**src/rtl/calculator_core_if.sv**
```systemverilog
// rtl/calculator_core_if.sv - switch/operand/result bus between the control front end, calculator_core and the VGA display stage
//
// Signals:
//   sw_data  operand value from the switches
//   load_a   one-cycle strobe: A <= sw_data
//   load_b   one-cycle strobe: B <= sw_data
//   op       00 ADD, 01 SUB, 10 MUL, 11 DIV (sampled with start)
//   start    one-cycle strobe: launch op
//   A, B, C  operand and result registers (to the display stage)
//   flag     error/overflow of the last completed operation
//   busy     high while an iterative operation runs
//   done     one-cycle pulse after C/flag update
// master: the side driving switches/strobes; slave: calculator_core.
interface calculator_core_if #(
    parameter int WIDTH = 16
);
    logic [WIDTH-1:0] sw_data;
    logic             load_a;
    logic             load_b;
    logic [1:0]       op;
    logic             start;
    logic [WIDTH-1:0] A;
    logic [WIDTH-1:0] B;
    logic [WIDTH-1:0] C;
    logic             flag;
    logic             busy;
    logic             done;

    modport master (
        output sw_data, load_a, load_b, op, start,
        input  A, B, C, flag, busy, done
    );

    modport slave (
        input  sw_data, load_a, load_b, op, start,
        output A, B, C, flag, busy, done
    );
endinterface

```
**src/rtl/calculator_core.sv**
```systemverilog
// rtl/calculator_core.sv - operand/result engine: single-cycle ADD/SUB, bit-serial MUL (shift-add) and DIV (restoring)
//
// Ports:
//   clk  system clock
//   rst  synchronous, active-high reset
//   bus  calculator_core_if.slave (sw_data/load_a/load_b/op/start in; A/B/C/flag/busy/done out)
module calculator_core #(
    parameter int WIDTH = 16
) (
    input  logic                clk,
    input  logic                rst,
    calculator_core_if.slave    bus
);
    localparam int CNT_W = $clog2(WIDTH);
    localparam logic [CNT_W-1:0] LAST_ITER = CNT_W'(WIDTH - 1);

    typedef enum logic [1:0] {IDLE, COMPUTE, DONE} state_t;

    state_t             r_state;
    state_t             w_state_next;

    logic [WIDTH-1:0]   r_a;
    logic [WIDTH-1:0]   r_b;
    logic [WIDTH-1:0]   r_c;
    logic               r_flag;
    logic [CNT_W-1:0]   r_cnt;
    logic               r_is_div;

    // MUL working set: shifting multiplicand, consumed multiplier, running product
    logic [2*WIDTH-1:0] r_mcand;
    logic [2*WIDTH-1:0] r_prod;
    logic [WIDTH-1:0]   r_mplier;

    // DIV working set: partial remainder, dividend shifting out / quotient shifting in, divisor
    logic [WIDTH-1:0]   r_rem;
    logic [WIDTH-1:0]   r_quo;
    logic [WIDTH-1:0]   r_div;

    logic               w_busy;
    logic               w_done;
    logic               w_div_zero;
    logic               w_last;
    logic [WIDTH:0]     w_sum;
    logic [WIDTH-1:0]   w_diff;
    logic [2*WIDTH-1:0] w_prod_next;
    logic [WIDTH:0]     w_rem_shift;
    logic               w_rem_ge;
    logic [WIDTH-1:0]   w_rem_sub;
    logic [WIDTH-1:0]   w_rem_next;
    logic [WIDTH-1:0]   w_quo_next;

    assign w_div_zero  = (r_b == '0);
    assign w_last      = (r_cnt == LAST_ITER);
    assign w_sum       = {1'b0, r_a} + {1'b0, r_b};
    assign w_diff      = r_a - r_b;
    assign w_prod_next = r_prod + (r_mplier[0] ? r_mcand : '0);

    // Restoring step: bring the next dividend bit into the remainder, subtract the
    // divisor only when it fits; the fit decision is the next quotient bit.
    assign w_rem_shift = {r_rem, r_quo[WIDTH-1]};
    assign w_rem_ge    = (w_rem_shift >= {1'b0, r_div});
    assign w_rem_sub   = WIDTH'(w_rem_shift - {1'b0, r_div});
    assign w_rem_next  = w_rem_ge ? w_rem_sub : w_rem_shift[WIDTH-1:0];
    assign w_quo_next  = {r_quo[WIDTH-2:0], w_rem_ge};

    always_ff @(posedge clk) begin
        if (rst) begin
            r_state <= IDLE;
        end else begin
            r_state <= w_state_next;
        end
    end

    always_comb begin
        w_state_next = r_state;
        w_busy       = 1'b0;
        w_done       = 1'b0;
        unique case (r_state)
            IDLE: begin
                if (bus.start) begin
                    // Only MUL and DIV-by-nonzero need iterations
                    if (bus.op[1] && !(bus.op[0] && w_div_zero)) begin
                        w_state_next = COMPUTE;
                    end else begin
                        w_state_next = DONE;
                    end
                end
            end
            COMPUTE: begin
                w_busy = 1'b1;
                if (w_last) begin
                    w_state_next = DONE;
                end
            end
            DONE: begin
                w_done       = 1'b1;
                w_state_next = IDLE;
            end
            default: w_state_next = IDLE;
        endcase
    end

    always_ff @(posedge clk) begin
        if (rst) begin
            r_a      <= '0;
            r_b      <= '0;
            r_c      <= '0;
            r_flag   <= 1'b0;
            r_cnt    <= '0;
            r_is_div <= 1'b0;
            r_mcand  <= '0;
            r_prod   <= '0;
            r_mplier <= '0;
            r_rem    <= '0;
            r_quo    <= '0;
            r_div    <= '0;
        end else begin
            // Operands are frozen while iterating so the display matches the running op
            if (r_state != COMPUTE) begin
                if (bus.load_a) r_a <= bus.sw_data;
                if (bus.load_b) r_b <= bus.sw_data;
            end

            unique case (r_state)
                IDLE: begin
                    if (bus.start) begin
                        unique case (bus.op)
                            2'b00: begin
                                r_c    <= w_sum[WIDTH-1:0];
                                r_flag <= w_sum[WIDTH];
                            end
                            2'b01: begin
                                r_c    <= w_diff;
                                r_flag <= (r_a < r_b);
                            end
                            2'b10: begin
                                r_mcand  <= {{WIDTH{1'b0}}, r_a};
                                r_mplier <= r_b;
                                r_prod   <= '0;
                                r_cnt    <= '0;
                                r_is_div <= 1'b0;
                            end
                            2'b11: begin
                                if (w_div_zero) begin
                                    r_c    <= '1;
                                    r_flag <= 1'b1;
                                end else begin
                                    r_rem    <= '0;
                                    r_quo    <= r_a;
                                    r_div    <= r_b;
                                    r_cnt    <= '0;
                                    r_is_div <= 1'b1;
                                end
                            end
                            default: ;
                        endcase
                    end
                end
                COMPUTE: begin
                    r_cnt <= r_cnt + 1'b1;
                    if (r_is_div) begin
                        r_rem <= w_rem_next;
                        r_quo <= w_quo_next;
                        if (w_last) begin
                            r_c    <= w_quo_next;
                            r_flag <= 1'b0;
                        end
                    end else begin
                        r_prod   <= w_prod_next;
                        r_mcand  <= r_mcand << 1;
                        r_mplier <= r_mplier >> 1;
                        if (w_last) begin
                            r_c    <= w_prod_next[WIDTH-1:0];
                            r_flag <= |w_prod_next[2*WIDTH-1:WIDTH];
                        end
                    end
                end
                default: ;
            endcase
        end
    end

    assign bus.A    = r_a;
    assign bus.B    = r_b;
    assign bus.C    = r_c;
    assign bus.flag = r_flag;
    assign bus.busy = w_busy;
    assign bus.done = w_done;
endmodule

```
**src/flat_wrapper.sv**
```systemverilog
// flat-port wrapper written by rule: the top's interface ports become plain ports
module calculator_core_flat 
#(
    parameter int WIDTH = 16
)
  (clk, rst, bus_sw_data, bus_load_a, bus_load_b, bus_op, bus_start, bus_A, bus_B, bus_C, bus_flag, bus_busy, bus_done);
  calculator_core_if #(.WIDTH(WIDTH)) bus_i ();
  input  logic clk;
  input  logic rst;
  input wire logic [$bits(bus_i.sw_data)-1:0] bus_sw_data;
  input wire logic [$bits(bus_i.load_a)-1:0] bus_load_a;
  input wire logic [$bits(bus_i.load_b)-1:0] bus_load_b;
  input wire logic [$bits(bus_i.op)-1:0] bus_op;
  input wire logic [$bits(bus_i.start)-1:0] bus_start;
  output wire logic [$bits(bus_i.A)-1:0] bus_A;
  output wire logic [$bits(bus_i.B)-1:0] bus_B;
  output wire logic [$bits(bus_i.C)-1:0] bus_C;
  output wire logic [$bits(bus_i.flag)-1:0] bus_flag;
  output wire logic [$bits(bus_i.busy)-1:0] bus_busy;
  output wire logic [$bits(bus_i.done)-1:0] bus_done;
  assign bus_i.sw_data = bus_sw_data;
  assign bus_i.load_a = bus_load_a;
  assign bus_i.load_b = bus_load_b;
  assign bus_i.op = bus_op;
  assign bus_i.start = bus_start;
  assign bus_A = bus_i.A;
  assign bus_B = bus_i.B;
  assign bus_C = bus_i.C;
  assign bus_flag = bus_i.flag;
  assign bus_busy = bus_i.busy;
  assign bus_done = bus_i.done;
  calculator_core #(.WIDTH(WIDTH)) u_core (.clk(clk), .rst(rst), .bus(bus_i));
endmodule
```
**config.mk**
```make
export PLATFORM = sky130hd
export DESIGN_NAME = calculator_core_flat
export DESIGN_NICKNAME = d
export VERILOG_FILES = /design/src/rtl/calculator_core_if.sv /design/src/rtl/calculator_core.sv /design/src/flat_wrapper.sv
export SDC_FILE = /design/constraint.sdc
export NUM_CORES = 1
export LEC_CHECK = 0
export BUFFER_PORTS_ARGS = -buffer_cell sky130_fd_sc_hd__buf_4
export CORE_ASPECT_RATIO = 1.1
export CORE_MARGIN = 2
export CORE_UTILIZATION = 50
export DETAILED_ROUTE_END_ITERATION = 12
export PLACE_DENSITY_LB_ADDON = 0.2
export SYNTH_ARGS = -nofsm -noshare
export SYNTH_HDL_FRONTEND = slang
export SYNTH_SLANG_ARGS = --single-unit
```
**constraint.sdc**
```tcl
create_clock -name clk -period 4.25 [get_ports clk]
set_input_delay 0.425 -clock clk [delete_from_list [all_inputs] [get_ports clk]]
set_output_delay 0.425 -clock clk [all_outputs]
set_load 0.005 [all_outputs]
```
Yosys cells after proc, flatten, opt, wreduce, memory -nomap -nowiden
Cells that the tools add are included.
{ "classes": {"addsub": 5, "n_lt_le_gt_ge": 2, "n_eq_ne": 19, "muxes": 50, "bitwise": 1, "n_reduce_logical": 18} }
{ "ops": {"columns": ["cell", "n"], "rows": [
  ["$mux 16", 17],
  ["$mux 32", 7],
  ["$pmux 16 s2", 4],
  ["$pmux 32 s2", 2],
  ["$pmux 16 s3", 1],
  ["$add 32x32->32", 1],
  ["$sub 16x16->16", 2],
  ["$add 16x16->17", 1],
  ["$ge 17x16->1", 1],
  ["$logic_not 16->1", 1],
  ["$lt 16x16->1", 1],
  ["$pmux 4 s2", 2],
  ["$reduce_and 4->1", 4],
  ["$reduce_or 16->1", 1],
  ["$ne 2x2->1 const B", 5],
  ["$reduce_and 5->1", 2],
  ["$mux 1", 8],
  ["$mux 4", 2],
  ["$ne 2x1->1 const B", 4],
  ["$eq 2x2->1 const B", 3],
  ["$mux 2", 3],
  ["$ne 3x2->1 const B", 2],
  ["$reduce_and 2->1", 3],
  ["$add 4x1->4 const B", 1],
  ["other kinds (12)", 17]
]} }
{ "word_totals": {"ff_bits": 184, "input_bits": 23, "out_inout_bits": 51, "elab_cells": 108} }

Logic depth before layout (Yosys ltp)
Gate-level depths: netlist (run 1).
{ "depth": {"ltp_word": 7, "ltp_mapped": 14, "mapped_depth_nobuf": 14} }

Least setup slack after synthesis (run 1)
OpenSTA, ideal clock, no wires.
{ "synth_path": {"kind": "register -> register", "startpoint": "register u_core.r_mplier[0]", "endpoint": "register u_core.r_flag (netlist: u_core.bus.flag)", "setup_ns": 0.129, "t_arrival_ns": 3.106, "required_ns": 4.121, "slack_ns": 1.016, "path_stages_with_launch": 14, "path_buffers": 1, "synth_period_minus_slack_ns": 3.234, "cell_sequence": "dfxtp_1 > clkbuf_1 > and2_1 > ha_1 > a2111o_1 > a31oi_1 > o31ai_2 > a311o_1 > a41oi_2 > o31ai_1 > a2111oi_2 > nand4b_1 > nor4_1 > o22ai_1"} }
{ "synth_between": {"elab_chain_cells": 6} }
{ "synth_rtl": {"columns": ["item", "line", "rtl"], "rows": [
  ["from (decl)", "calculator_core.sv:32", "logic [WIDTH-1:0] r_mplier;"],
  ["from (signal assigned)", "calculator_core.sv:138", "r_mplier <= r_b;"],
  ["from (signal assigned)", "calculator_core.sv:171", "r_mplier <= r_mplier >> 1;"],
  ["$mux 32", "calculator_core.sv:56", "assign w_prod_next = r_prod + (r_mplier[0] ? r_mcand : '0);"],
  ["$add 32x32->32", "calculator_core.sv:56", null],
  ["$reduce_or 16->1", "calculator_core.sv:174", "r_flag <= |w_prod_next[2*WIDTH-1:WIDTH];"],
  ["$mux 1", "calculator_core.sv:172", "if (w_last) begin"],
  ["$mux 1", "calculator_core.sv:161", "if (r_is_div) begin"],
  ["$pmux 1 s2", "calculator_core.sv:124", "unique case (r_state)"],
  ["to (signal assigned)", "calculator_core.sv:130", "r_flag <= w_sum[WIDTH];"],
  ["to (signal assigned)", "calculator_core.sv:134", "r_flag <= (r_a < r_b);"],
  ["to (signal assigned)", "calculator_core.sv:174", null],
  ["to (decl)", "calculator_core.sv:25", "logic r_flag;"]
]} }
No other way between the ends. The select of a mux whose other input is x is not followed.
A chain may end at the register's enable or synchronous reset.

Worst setup path in the final report (run 1)
Ends and elaborated chain as after synthesis.

==> flow_summary.json, run 1 <==
{
  "fin_crit_ns": 3.869,
  "switching_power_mw": 1.416,
  "io_buffer_count": 73,
  "drc": 0,
  "grt_max_degree": 66,
  "synthToLayoutAreaGrowth_pct": 11.19,
  "hold_path.class": "in -> reg",
  "path_buf_inv": 1,
  "insertion_delay_ns": 0.45,
  "async_flop_share": 0,
  "totalWireLength_um": 32290,
  "seq_area_frac_synth": 0.3242,
  "antenna_found_initial": 0,
  "synth_top_family_by_area": "compound AO/OA/AOI/OAI gates",
  "boundaryPins": 74,
  "path_delay_family": "compound AO/OA/AOI/OAI gates",
  "gp_congestion": 0.9389,
  "multi_input_comb_area_um2": 7048,
  "path_clk_slew_ns": 0.08,
  "wl_per_cell_um": 17.78,
  "synth_adder_area_share": 0.09513,
  "die_h_um": 162.1,
  "clock_path_buffers": 2,
  "ir_drop_uv": 264.6,
  "hold_viol": 0,
  "whs_ns": 0.2288,
  "slew_headroom": 0.2843,
  "dr_total_vias": 10620,
  "cts-resized-gates": 0,
  "post-cts-setup-buffers": 0,
  "synth_edf_count": 0,
  "clockRootBuffer": "clkbuf_16",
  "overflow": 0,
  "worst-setup-path-type": "reg -> reg",
  "register_area_um2": 3684,
  "yosysWarnings": 0,
  "setup_tns_ns": 0,
  "drv_slew": 0,
  "cpPeakStageDelay_ns": 0.62,
  "fin_nets": 1615,
  "worstPathRequired_ns": 4.56,
  "stdcell_area_um2": 12630,
  "cp.arrival_ns": 4.18,
  "crit_path_end_kind": "flip-flop",
  "post_synth.cell_area_avg_um2": 7.611,
  "worst_pin_slew_ns": 1.073,
  "syn_area_um2": 11360,
  "dpl_cell_area_um2": 12010,
  "crit_path_start_kind": "flip-flop",
  "cts_tree": "built",
  "synth_xor_xnor_area_share": 0.04779,
  "rsz0062_at_grt": "false",
  "first_pass_iters": 5,
  "cts_buffers": 17,
  "critPathSlowestCell": "dfxtp_1",
  "drive_gt1_frac": 0.09270,
  "cap_violations": 0,
  "crit_chain": "buf_4 -> and2_1 -> ha_1 -> o21a_1 -> nor2_1 -> o31a_1 -> o21bai_1 -> a21oi_2 -> o311ai_0 -> a2111oi_2 -> nand4b_1 -> nor4_1 -> o22ai_1",
  "synth-compound-area-share": 0.2338,
  "row_count": 57,
  "power.share.clock": 0.385,
  "n_fill_cell": 2086,
  "power_switching_share": 0.3276,
  "p_seq_frac": 0.436,
  "ys_types": 79,
  "pwr-share-comb": 0.179,
  "utilization": 0.5696,
  "setup_viol": 0,
  "leakage_nw": 5.204,
  "dpl.hpwl_um": 23670,
  "die_area_um2": 23950,
  "yosys.area_share.simple": 0.2235,
  "grt_pass1_wl_um": 52450,
  "period_share": 0.9104,
  "muxShareOfSynthArea": 0.01872,
  "fmax_ghz": 0.2585,
  "grt_pass1_vias": 10110,
  "path_max_fanout": 18,
  "synthCells": 1493,
  "cts_hold_buf": 0,
  "drt_first_iter_violations": 736,
  "p_per_area_nw_per_um2": 342.2,
  "p_int_mw": 2.907,
  "ant_nets": 0,
  "outcome": "complete, no violations",
  "start_util": 0.5123,
  "ys_ff_latch": 184,
  "cts_max_level": 4,
  "skew_ns": 0.01389,
  "vias_per_cell": 5.850,
  "die_w_um": 147.7,
  "clock-sinks": 184,
  "syn_nets": 1600,
  "track_usage": 0.2699,
  "coreArea_um2": 22180,
  "synth_flop_cell": "dfxtp_1",
  "total_power_mw": 4.323,
  "diodes": 0
}
==> cells in the final DEF, fill, tap and decap left out, drive strengths merged, types with 9 or more instances in the layout <==
cell,count
o21ai,58
a22oi,22
nor3,20
nand3,31
nor2,192
a21o,20
nand2,230
nor4,9
ha,80
a211oi,11
o211ai,9
buf,87
clkbuf,17
nand2b,11
mux2i,19
inv,70
a311oi,34
and2,35
nor2b,10
or3,9
clkinv,12
a31oi,12
xor2,23
nand4,14
dfxtp,184
a221oi,18
xnor2,39
a21oi,153
==> cell families (layout without fill, tap and decap cells) <==
kind of cell             Yosys count  count (layout)
AND/OR/NAND/NOR                  581             581
AO/OA/AOI/OAI                    403             403
flip-flops                       184             184
buffers and inverters            158             186
adder cells (fa/ha/maj)           84              84
XOR/XNOR                          62              62
multiplexers                      21              21
==> power by group through the flow <==
stage / registers, mW / logic, mW / clock network (mW)
5_1_grt: 1.89 / 0.854 / 1.75
4_1_cts: 1.88 / 0.767 / 1.68
3_5_place_dp: 1.92 / 0.760 / 0
2_1_floorplan: 1.89 / 0.551 / 0
3_3_place_gp: 1.92 / 0.751 / 0
6_report: 1.89 / 0.774 / 1.66
==> worst reg2reg max path: cells and delay by family, from the launching register on <==
family                     cells  cell delay [ns]
and+or+nand+nor                4             0.89
buffers and inverters          1             0.29
AOI/OAI and AO/OA              7             1.67
DFF                            1             0.62
adders and majority gates      1             0.26
==> routing by layer <==
| metal | vias up | track usage | share of wire |
|---|---|---|---|
| met2 | 327 | 0.4524 | 0.47 |
| met5 | - | 0 | 0 |
| met3 | 46 | 0.03764 | 0.050 |
| li1 | 5273 | - | - |
| met1 | 4978 | 0.3579 | 0.45 |
| met4 | 0 | 0.09091 | 0.027 |
==> synthesized netlist by cell type, types with 3 or more instances <==
cell type | count | area share
nand2_1 | 230 | 0.076
nor2_1 | 192 | 0.063
dfxtp_1 | 184 | 0.32
a21oi_1 | 151 | 0.067
ha_1 | 80 | 0.088
clkbuf_1 | 74 | 0.024
inv_1 | 64 | 0.021
o21ai_0 | 56 | 0.025
xnor2_1 | 39 | 0.030
a311oi_1 | 34 | 0.026
and2_1 | 34 | 0.019
nand3_1 | 31 | 0.014
xor2_1 | 23 | 0.018
a22oi_1 | 22 | 0.015
nor3_1 | 20 | 0.0088
a21o_1 | 19 | 0.013
mux2i_1 | 19 | 0.017
a221oi_1 | 18 | 0.014
nand4_1 | 14 | 0.0077
a31oi_1 | 12 | 0.0066
a211oi_1 | 11 | 0.0073
nand2b_1 | 11 | 0.0061
nor2b_1 | 10 | 0.0055
nor4_1 | 9 | 0.0050
o211ai_1 | 9 | 0.0059
or3_1 | 9 | 0.0050
o221ai_1 | 8 | 0.0062
and3_1 | 7 | 0.0039
buf_1 | 7 | 0.0023
o21a_1 | 7 | 0.0046
o21bai_1 | 7 | 0.0046
o31ai_1 | 7 | 0.0046
buf_2 | 4 | 0.0018
fa_1 | 4 | 0.0070
a211o_1 | 3 | 0.0023
a22o_1 | 3 | 0.0023
buf_6 | 3 | 0.0030
o22ai_1 | 3 | 0.0017
==> cell type report <==
type                            count  area share
Timing Repair Buffer               87     0.05169
Multi-Input combinational cell   1151      0.5578
Sequential cell                   184      0.2915
Clock inverter                     15     0.01614
Inverter                           67     0.01990
Clock buffer                       17     0.03367
Tap cell                          295     0.02921
==> worst paths after layout <==
kind	cells after the start	startpoint	slack, ns	endpoint
min reg2reg	2	u_core.r_prod[0]	0.46	u_core.r_prod[0]
min	3	bus_sw_data[15]	0.23	u_core.bus.A[15]
max	13	u_core.r_mplier[0]	0.38	u_core.bus.flag
max reg2reg	13	u_core.r_mplier[0]	0.38	u_core.bus.flag
==> sequential cells by signal, summed over array words and instances, names as in the netlist, 2 cells and up <==
| register | flops |
|---|---|
| u_core.r_cnt | 4 |
| u_core.r_quo | 16 |
| u_core.bus.A | 16 |
| u_core.bus.C | 16 |
| u_core.r_rem | 16 |
| u_core.r_div | 16 |
| u_core.r_state | 2 |
| u_core.r_mcand | 32 |
| u_core.bus.B | 16 |
| u_core.r_mplier | 16 |
| u_core.r_prod | 32 |
==> per-stage QoR <==
step,cells,setup WS [ns]
2_1_floorplan,1493,1.016
6_report,1816,0.3808
3_3_place_gp,1784,0.5795
5_1_grt,1816,0.1134
3_5_place_dp,1784,0.4323
4_1_cts,1816,0.4255
No activity file was read; power rests on OpenSTA's default activity.
==> run 2: changes to the inputs <==
--- a/config.mk
+++ b/config.mk
@@ -6,10 +6,13 @@
 export NUM_CORES = 1
 export LEC_CHECK = 0
 export BUFFER_PORTS_ARGS = -buffer_cell sky130_fd_sc_hd__buf_4
+export CELL_PAD_IN_SITES_DETAIL_PLACEMENT = 1
+export CELL_PAD_IN_SITES_GLOBAL_PLACEMENT = 2
 export CORE_ASPECT_RATIO = 1.1
 export CORE_MARGIN = 2
-export CORE_UTILIZATION = 50
+export CORE_UTILIZATION = 36
 export DETAILED_ROUTE_END_ITERATION = 12
+export HOLD_SLACK_MARGIN = 0.1
 export PLACE_DENSITY_LB_ADDON = 0.2
 export SYNTH_ARGS = -nofsm -noshare
 export SYNTH_HDL_FRONTEND = slang
==> run 2 against run 1 <==
Hold slack worse by 0.0097 ns. Critical path depth unchanged. Design area up 1.5%. Core utilization down 16 points. Clock skew up 0.0016 ns. Routed wire length up 21%. Non-clock buffer count up 6. Fmax up 1.3%. Global-route usage down 3.0 points. Die area up 38%. Cell count up 7.2%. Clock-buffer cell count up 2. Critical path type unchanged. Largest power group unchanged. Highest routed layer unchanged.
==> flow_summary.json, run 2 (same netlist as run 1, synthesis figures left out) <==
{
  "outcome": "complete, no violations",
  "final_common_cell": "nand2_1",
  "dp.cells": 1915,
  "grt_pass1_wl_um": 62480,
  "finalNonFillerCells": 1947,
  "setup_viol": 0,
  "drv_slew": 0,
  "startpoint": "u_core.r_mplier[0]",
  "start_util": 0.3639,
  "gp_congestion": 0.8778,
  "boundaryPins": 74,
  "reg_top3": "u_core.r_mcand (32), u_core.r_prod (32)",
  "grt_pass1_vias": 11040,
  "regToRegSetupSlack_ns": 0.43,
  "ir_drop_uv": 261.1,
  "post-cts-setup-buffers": 0,
  "totalWireLength_um": 39050,
  "io_buffer_count": 73,
  "crit_path_end": "u_core.bus.flag",
  "drive_gt1_frac": 0.09692,
  "p_seq_frac": 0.430,
  "drt_first_iter_violations": 612,
  "cts_tree": "built",
  "utilization": 0.4105,
  "antenna_found_initial": 0,
  "worst_pin_slew_ns": 0.9460,
  "p_int_mw": 2.974,
  "route.met2.wl_um": 19270,
  "diodes": 0,
  "cts_max_level": 4,
  "cp.arrival_ns": 4.14,
  "leakage_nw": 5.233,
  "grt_max_degree": 74,
  "insertion_delay_ns": 0.45,
  "worst-setup-path-type": "reg -> reg",
  "period_share": 0.8985,
  "overflow": 0,
  "critPathSlowestCell": "a2111o_1",
  "clock-sinks": 184,
  "die_w_um": 173.4,
  "ant_nets": 0,
  "top_layer_used": "met4",
  "power_switching_share": 0.3211,
  "layout_common_cells": "230 x nand2_1, 190 x nor2_1, 184 x dfxtp_1",
  "clockRootBuffer": "clkbuf_16",
  "p_per_area_nw_per_um2": 341.7,
  "wl_met1_um": 18040,
  "cts_hold_buf": 0,
  "r2r-end": "u_core.bus.flag",
  "path_max_fanout": 19,
  "worst_r2r_startpoint": "u_core.r_mplier[0]",
  "r2r_cells": 13,
  "dpl.hpwl_um": 29190,
  "worstPathRequired_ns": 4.57,
  "whs_ns": 0.2191,
  "pwr-share-comb": 0.187,
  "die_area_um2": 33000,
  "row_count": 68,
  "dr_total_vias": 10720,
  "hold_path.class": "in -> reg",
  "fin_nets": 1621,
  "clock_path_buffers": 2,
  "path_delay_family": "compound AO/OA/AOI/OAI gates",
  "first_pass_iters": 5,
  "coreArea_um2": 31220,
  "rsz0062_at_grt": "false",
  "fmax_ghz": 0.2619,
  "vias_per_cell": 5.506,
  "switching_power_mw": 1.406,
  "fin_crit_ns": 3.818,
  "skew_ns": 0.01547,
  "cp.depth": 13,
  "cpPeakStageDelay_ns": 0.42,
  "synthToLayoutAreaGrowth_pct": 12.81,
  "die_h_um": 190.3,
  "n_fill_cell": 3910,
  "setup_tns_ns": 0,
  "drc": 0,
  "track_usage": 0.2400,
  "crit_path_start_kind": "flip-flop",
  "dr_wl_met3_um": 1071,
  "path_buf_inv": 1,
  "cts_buffers": 17,
  "wl_per_cell_um": 20.05,
  "crit_path_end_kind": "flip-flop",
  "power.share.clock": 0.383,
  "crit_chain": "buf_4 -> and2_1 -> ha_1 -> a2111o_1 -> a31oi_1 -> o31ai_2 -> a311o_1 -> a41oi_2 -> o31ai_1 -> a2111oi_2 -> nand4b_1 -> nor4_1 -> o22ai_1",
  "hold_viol": 0,
  "cts-resized-gates": 0,
  "path_clk_slew_ns": 0.08,
  "slew_headroom": 0.3694,
  "cap_violations": 0
}
run 2: changes by cell type in the layout (fill, tap and decap cells not counted), sizes merged:
cell | before | now
buf | 87 | 93
clkinv | 12 | 5
clkbuf | 17 | 19
inv | 70 | 74
bufinv | 0 | 1
run 2: worst min path at each step:
stage | start | endpoint | slack, ns | depth (start not counted)
final | bus_sw_data[12] | u_core.bus.B[12] | 0.22 | 3
after global routing | bus_sw_data[10] | u_core.bus.A[10] | 0.22 | 3
after CTS | bus_sw_data[10] | u_core.bus.A[10] | 0.21 | 3
after detailed placement | u_core.r_prod[6] | u_core.r_prod[6] | 0.46 | 2
after global placement | u_core.r_prod[9] | u_core.r_prod[9] | 0.45 | 2
after floorplan | u_core.r_mcand[31] | u_core.r_mcand[31] | 0.43 | 2
run 2: final cells by class:
cell class / instances / area (µm²) / area share
Clock buffer: 19 / 452.9 / 0.03533
Clock inverter: 13 / 147.6 / 0.01152
Inverter: 67 / 251.5 / 0.01962
Multi-Input combinational cell: 1151 / 7056 / 0.5504
Sequential cell: 184 / 3684 / 0.2874
Tap cell: 420 / 525.5 / 0.04100
Timing Repair Buffer: 93 / 701.9 / 0.05476
run 2: per-stage QoR:
step / cell area, µm² / setup WS, ns / power (mW)
3_5_place_dp: 12220 / 0.4270 / 2.744
6_report: 12820 / 0.4316 / 4.380
3_3_place_gp: 12220 / 0.5917 / 2.732
4_1_cts: 12820 / 0.4222 / 4.423
5_1_grt: 12820 / 0.1939 / 4.589
2_1_floorplan: 11360 / 1.016 / 2.439
run 2: power groups by stage:
stage | registers, mW | logic (mW) | clock network, mW
after floorplan | 1.89 | 0.551 | 0
after global placement | 1.92 | 0.809 | 0
after detailed placement | 1.92 | 0.819 | 0
after CTS | 1.88 | 0.824 | 1.71
after global routing | 1.90 | 0.910 | 1.78
final | 1.88 | 0.818 | 1.68
run 2: worst register-to-register path, delay by kind of cell (launching register included):
| kind | cells | cell delay (ns) |
|---|---|---|
| DFF | 1 | 0.39 |
| and+or+nand+nor | 3 | 0.68 |
| adders and majority gates | 1 | 0.30 |
| AOI/OAI and AO/OA | 8 | 2.10 |
| buffers and inverters | 1 | 0.24 |
run 2: per-layer routing:
layer	up-vias	GRT usage
met5	-	0
li1	5273	-
met4	0	0.06160
met3	33	0.03090
met1	5268	0.3057
met2	146	0.4285
==> run 3: changes to the inputs <==
--- a/config.mk
+++ b/config.mk
@@ -5,12 +5,13 @@
 export SDC_FILE = /design/constraint.sdc
 export NUM_CORES = 1
 export LEC_CHECK = 0
+export ABC_AREA = 1
 export BUFFER_PORTS_ARGS = -buffer_cell sky130_fd_sc_hd__buf_4
 export CELL_PAD_IN_SITES_DETAIL_PLACEMENT = 1
 export CELL_PAD_IN_SITES_GLOBAL_PLACEMENT = 2
 export CORE_ASPECT_RATIO = 1.1
 export CORE_MARGIN = 2
-export CORE_UTILIZATION = 36
+export CORE_UTILIZATION = 34
 export DETAILED_ROUTE_END_ITERATION = 12
 export HOLD_SLACK_MARGIN = 0.1
 export PLACE_DENSITY_LB_ADDON = 0.2
==> run 3 against run 2 <==
Register-to-register slack gained 0.74 ns. Core utilization shrank 2.3 points. Sequential power up 14%. Global-route usage rose by 0.98 points. Critical path depth rose by 4. Hold slack hardly changed. First-iteration DRC count down 6.9%. Synthesized area increased by 10%. Cell count increased by 27%. Critical endpoint unchanged. Highest routed layer unchanged.
==> flow_summary.json, run 3 <==
{
  "skew_ns": 0.02032,
  "clock-sinks": 184,
  "totalWireLength_um": 47200,
  "cts_buffers": 17,
  "io_buffer_count": 73,
  "synthToLayoutAreaGrowth_pct": 11.99,
  "worst_pin_slew_ns": 0.9649,
  "ant_nets": 0,
  "fmax_ghz": 0.3253,
  "diodes": 0,
  "first_pass_iters": 5,
  "die_area_um2": 38470,
  "whs_ns": 0.2195,
  "period_share": 0.7233,
  "drt_first_iter_violations": 570,
  "row_count": 73,
  "post_synth.cell_area_avg_um2": 6.430,
  "hold_viol": 0,
  "drc": 0,
  "path_clk_slew_ns": 0.07,
  "cap_violations": 0,
  "clockRootBuffer": "clkbuf_16",
  "gp_congestion": 0.9118,
  "setup_viol": 0,
  "die_h_um": 205.5,
  "synthTopCellsByArea": "dfxtp_1 29%, nand2_1 16%, ha_1 8.0%",
  "synth_edf_count": 0,
  "worstPathRequired_ns": 4.60,
  "holdPathStages": 3,
  "n_fill_cell": 4799,
  "final_common_cell": "nand2_1",
  "seq_area_frac_synth": 0.2935,
  "start_util": 0.3462,
  "layout_common_cells": "537 x nand2_1, 255 x inv_1, 184 x dfxtp_1",
  "overflow": 0,
  "syn_area_um2": 12550,
  "drive_gt1_frac": 0.09077,
  "path_max_fanout": 33,
  "cts_tree": "built",
  "synth_commonest_cells": "537 x nand2_1, 256 x inv_1, 184 x dfxtp_1, 177 x a21oi_1",
  "cts-resized-gates": 0,
  "stdcell_area_um2": 14060,
  "yosysWarnings": 0,
  "cts_max_level": 4,
  "vias_per_cell": 5.165,
  "outcome": "complete, no violations",
  "yosysTopAreaCell": "dfxtp_1",
  "coreArea_um2": 36260,
  "clock_path_buffers": 2,
  "synthCells": 1952,
  "antenna_found_initial": 0,
  "dpl_cell_area_um2": 13480,
  "async_flop_share": 0,
  "grt_pass1_wl_um": 74750,
  "die_w_um": 187.2,
  "fin_nets": 2088,
  "p_per_area_nw_per_um2": 402.8,
  "ys_types": 49,
  "crit_path_start_kind": "flip-flop",
  "cp.arrival_ns": 3.43,
  "register_area_um2": 3684,
  "hold_path.class": "in -> reg",
  "worst-setup-path-type": "reg -> reg",
  "syn_nets": 2059,
  "synth_top_area_frac": 0.2935,
  "dr_total_vias": 12820,
  "drv_slew": 0,
  "slew_headroom": 0.3558,
  "grt_max_degree": 62,
  "yosysMostFrequentCell": "nand2_1",
  "fin_crit_ns": 3.074,
  "post-cts-setup-buffers": 0,
  "boundaryPins": 74,
  "ir_drop_uv": 354.2,
  "reg_top3": "u_core.r_mcand (32), u_core.r_prod (32)",
  "setup_tns_ns": 0,
  "r2r_cells": 17,
  "wl_per_cell_um": 19.03,
  "leakage_nw": 6.796,
  "crit_path_end_kind": "flip-flop",
  "ys_ff_latch": 184,
  "multi_input_comb_area_um2": 7515,
  "rsz0062_at_grt": "false",
  "grt_pass1_vias": 13040,
  "cts_hold_buf": 0,
  "synth_flop_cell": "dfxtp_1",
  "insertion_delay_ns": 0.48,
  "track_usage": 0.2498,
  "dpl.hpwl_um": 36520
}
==> run 3: power by group <==
| part | leakage, nW | switching [mW] | internal, mW | total [mW] |
|---|---|---|---|---|
| combinational | 5.01 | 1.28 | 0.621 | 1.90 |
| clock | 0.286 | 0.763 | 0.843 | 1.61 |
| sequential | 1.50 | 0.227 | 1.93 | 2.15 |
| total | 6.80 | 2.27 | 3.39 | 5.66 |
==> run 3: cell families (layout without fill, tap and decap cells) <==
| family | Yosys count | count (layout) | share of synthesized area |
|---|---|---|---|
| compound gates | 447 | 447 | 0.2001 |
| buf+inv | 345 | 387 | 0.1085 |
| flops | 184 | 184 | 0.2935 |
| simple gates | 861 | 861 | 0.2903 |
| fa+ha+maj | 84 | 84 | 0.08612 |
| xor+xnor | 31 | 31 | 0.02163 |
==> run 3: critical path, stage by stage, from the launching register on <==
cell and delay [ns]:
dfxtp_1 0.30, buf_4 0.26, nand2_1 0.10, inv_1 0.04, ha_1 0.21, fa_1 0.44, nand3_1 0.10, nand3_1 0.22
nand2_1 0.13, nand3_1 0.21, nand2_1 0.20, nand4_1 0.14, nand2_1 0.11, nand2_1 0.08, nor2_1 0.17, nand3_1 0.10
nand2_1 0.07, a21oi_1 0.06
==> run 3: cell type report <==
| cell class | instances | area share |
|---|---|---|
| clock buffer | 19 | 0.03222 |
| sequential | 184 | 0.2620 |
| inverter | 264 | 0.07049 |
| timing repair buffer | 91 | 0.04860 |
| tap | 487 | 0.04335 |
| multi-input combinational | 1423 | 0.5346 |
| clock inverter | 13 | 0.008723 |
==> run 3: metrics by stage <==
stage	util	total power [mW]	std cells	setup slack, ns
global route	0.3877	6.027	2481	0.9605
floorplan	-	3.387	1952	1.943
detailed placement	0.3718	4.104	2449	1.261
global placement	0.3718	4.076	2449	1.265
finish	0.3877	5.662	2481	1.176
CTS	0.3877	5.732	2481	1.238
==> run 3: final timing paths <==
path                            from  slack, ns                to
setup / recovery  u_core.r_mplier[0]       1.18   u_core.bus.flag
hold / removal       bus_sw_data[11]       0.22  u_core.bus.A[11]
hold reg to reg     u_core.r_div[12]       0.46  u_core.r_div[12]
setup reg to reg  u_core.r_mplier[0]       1.18   u_core.bus.flag
==> run 3: metal layers <==
metal	up-vias	part of all wire	track usage
li1	6394	-	-
met1	6199	0.46	0.3100
met2	174	0.49	0.4488
met3	48	0.024	0.03104
met4	0	0.026	0.08135
met5	-	0	0
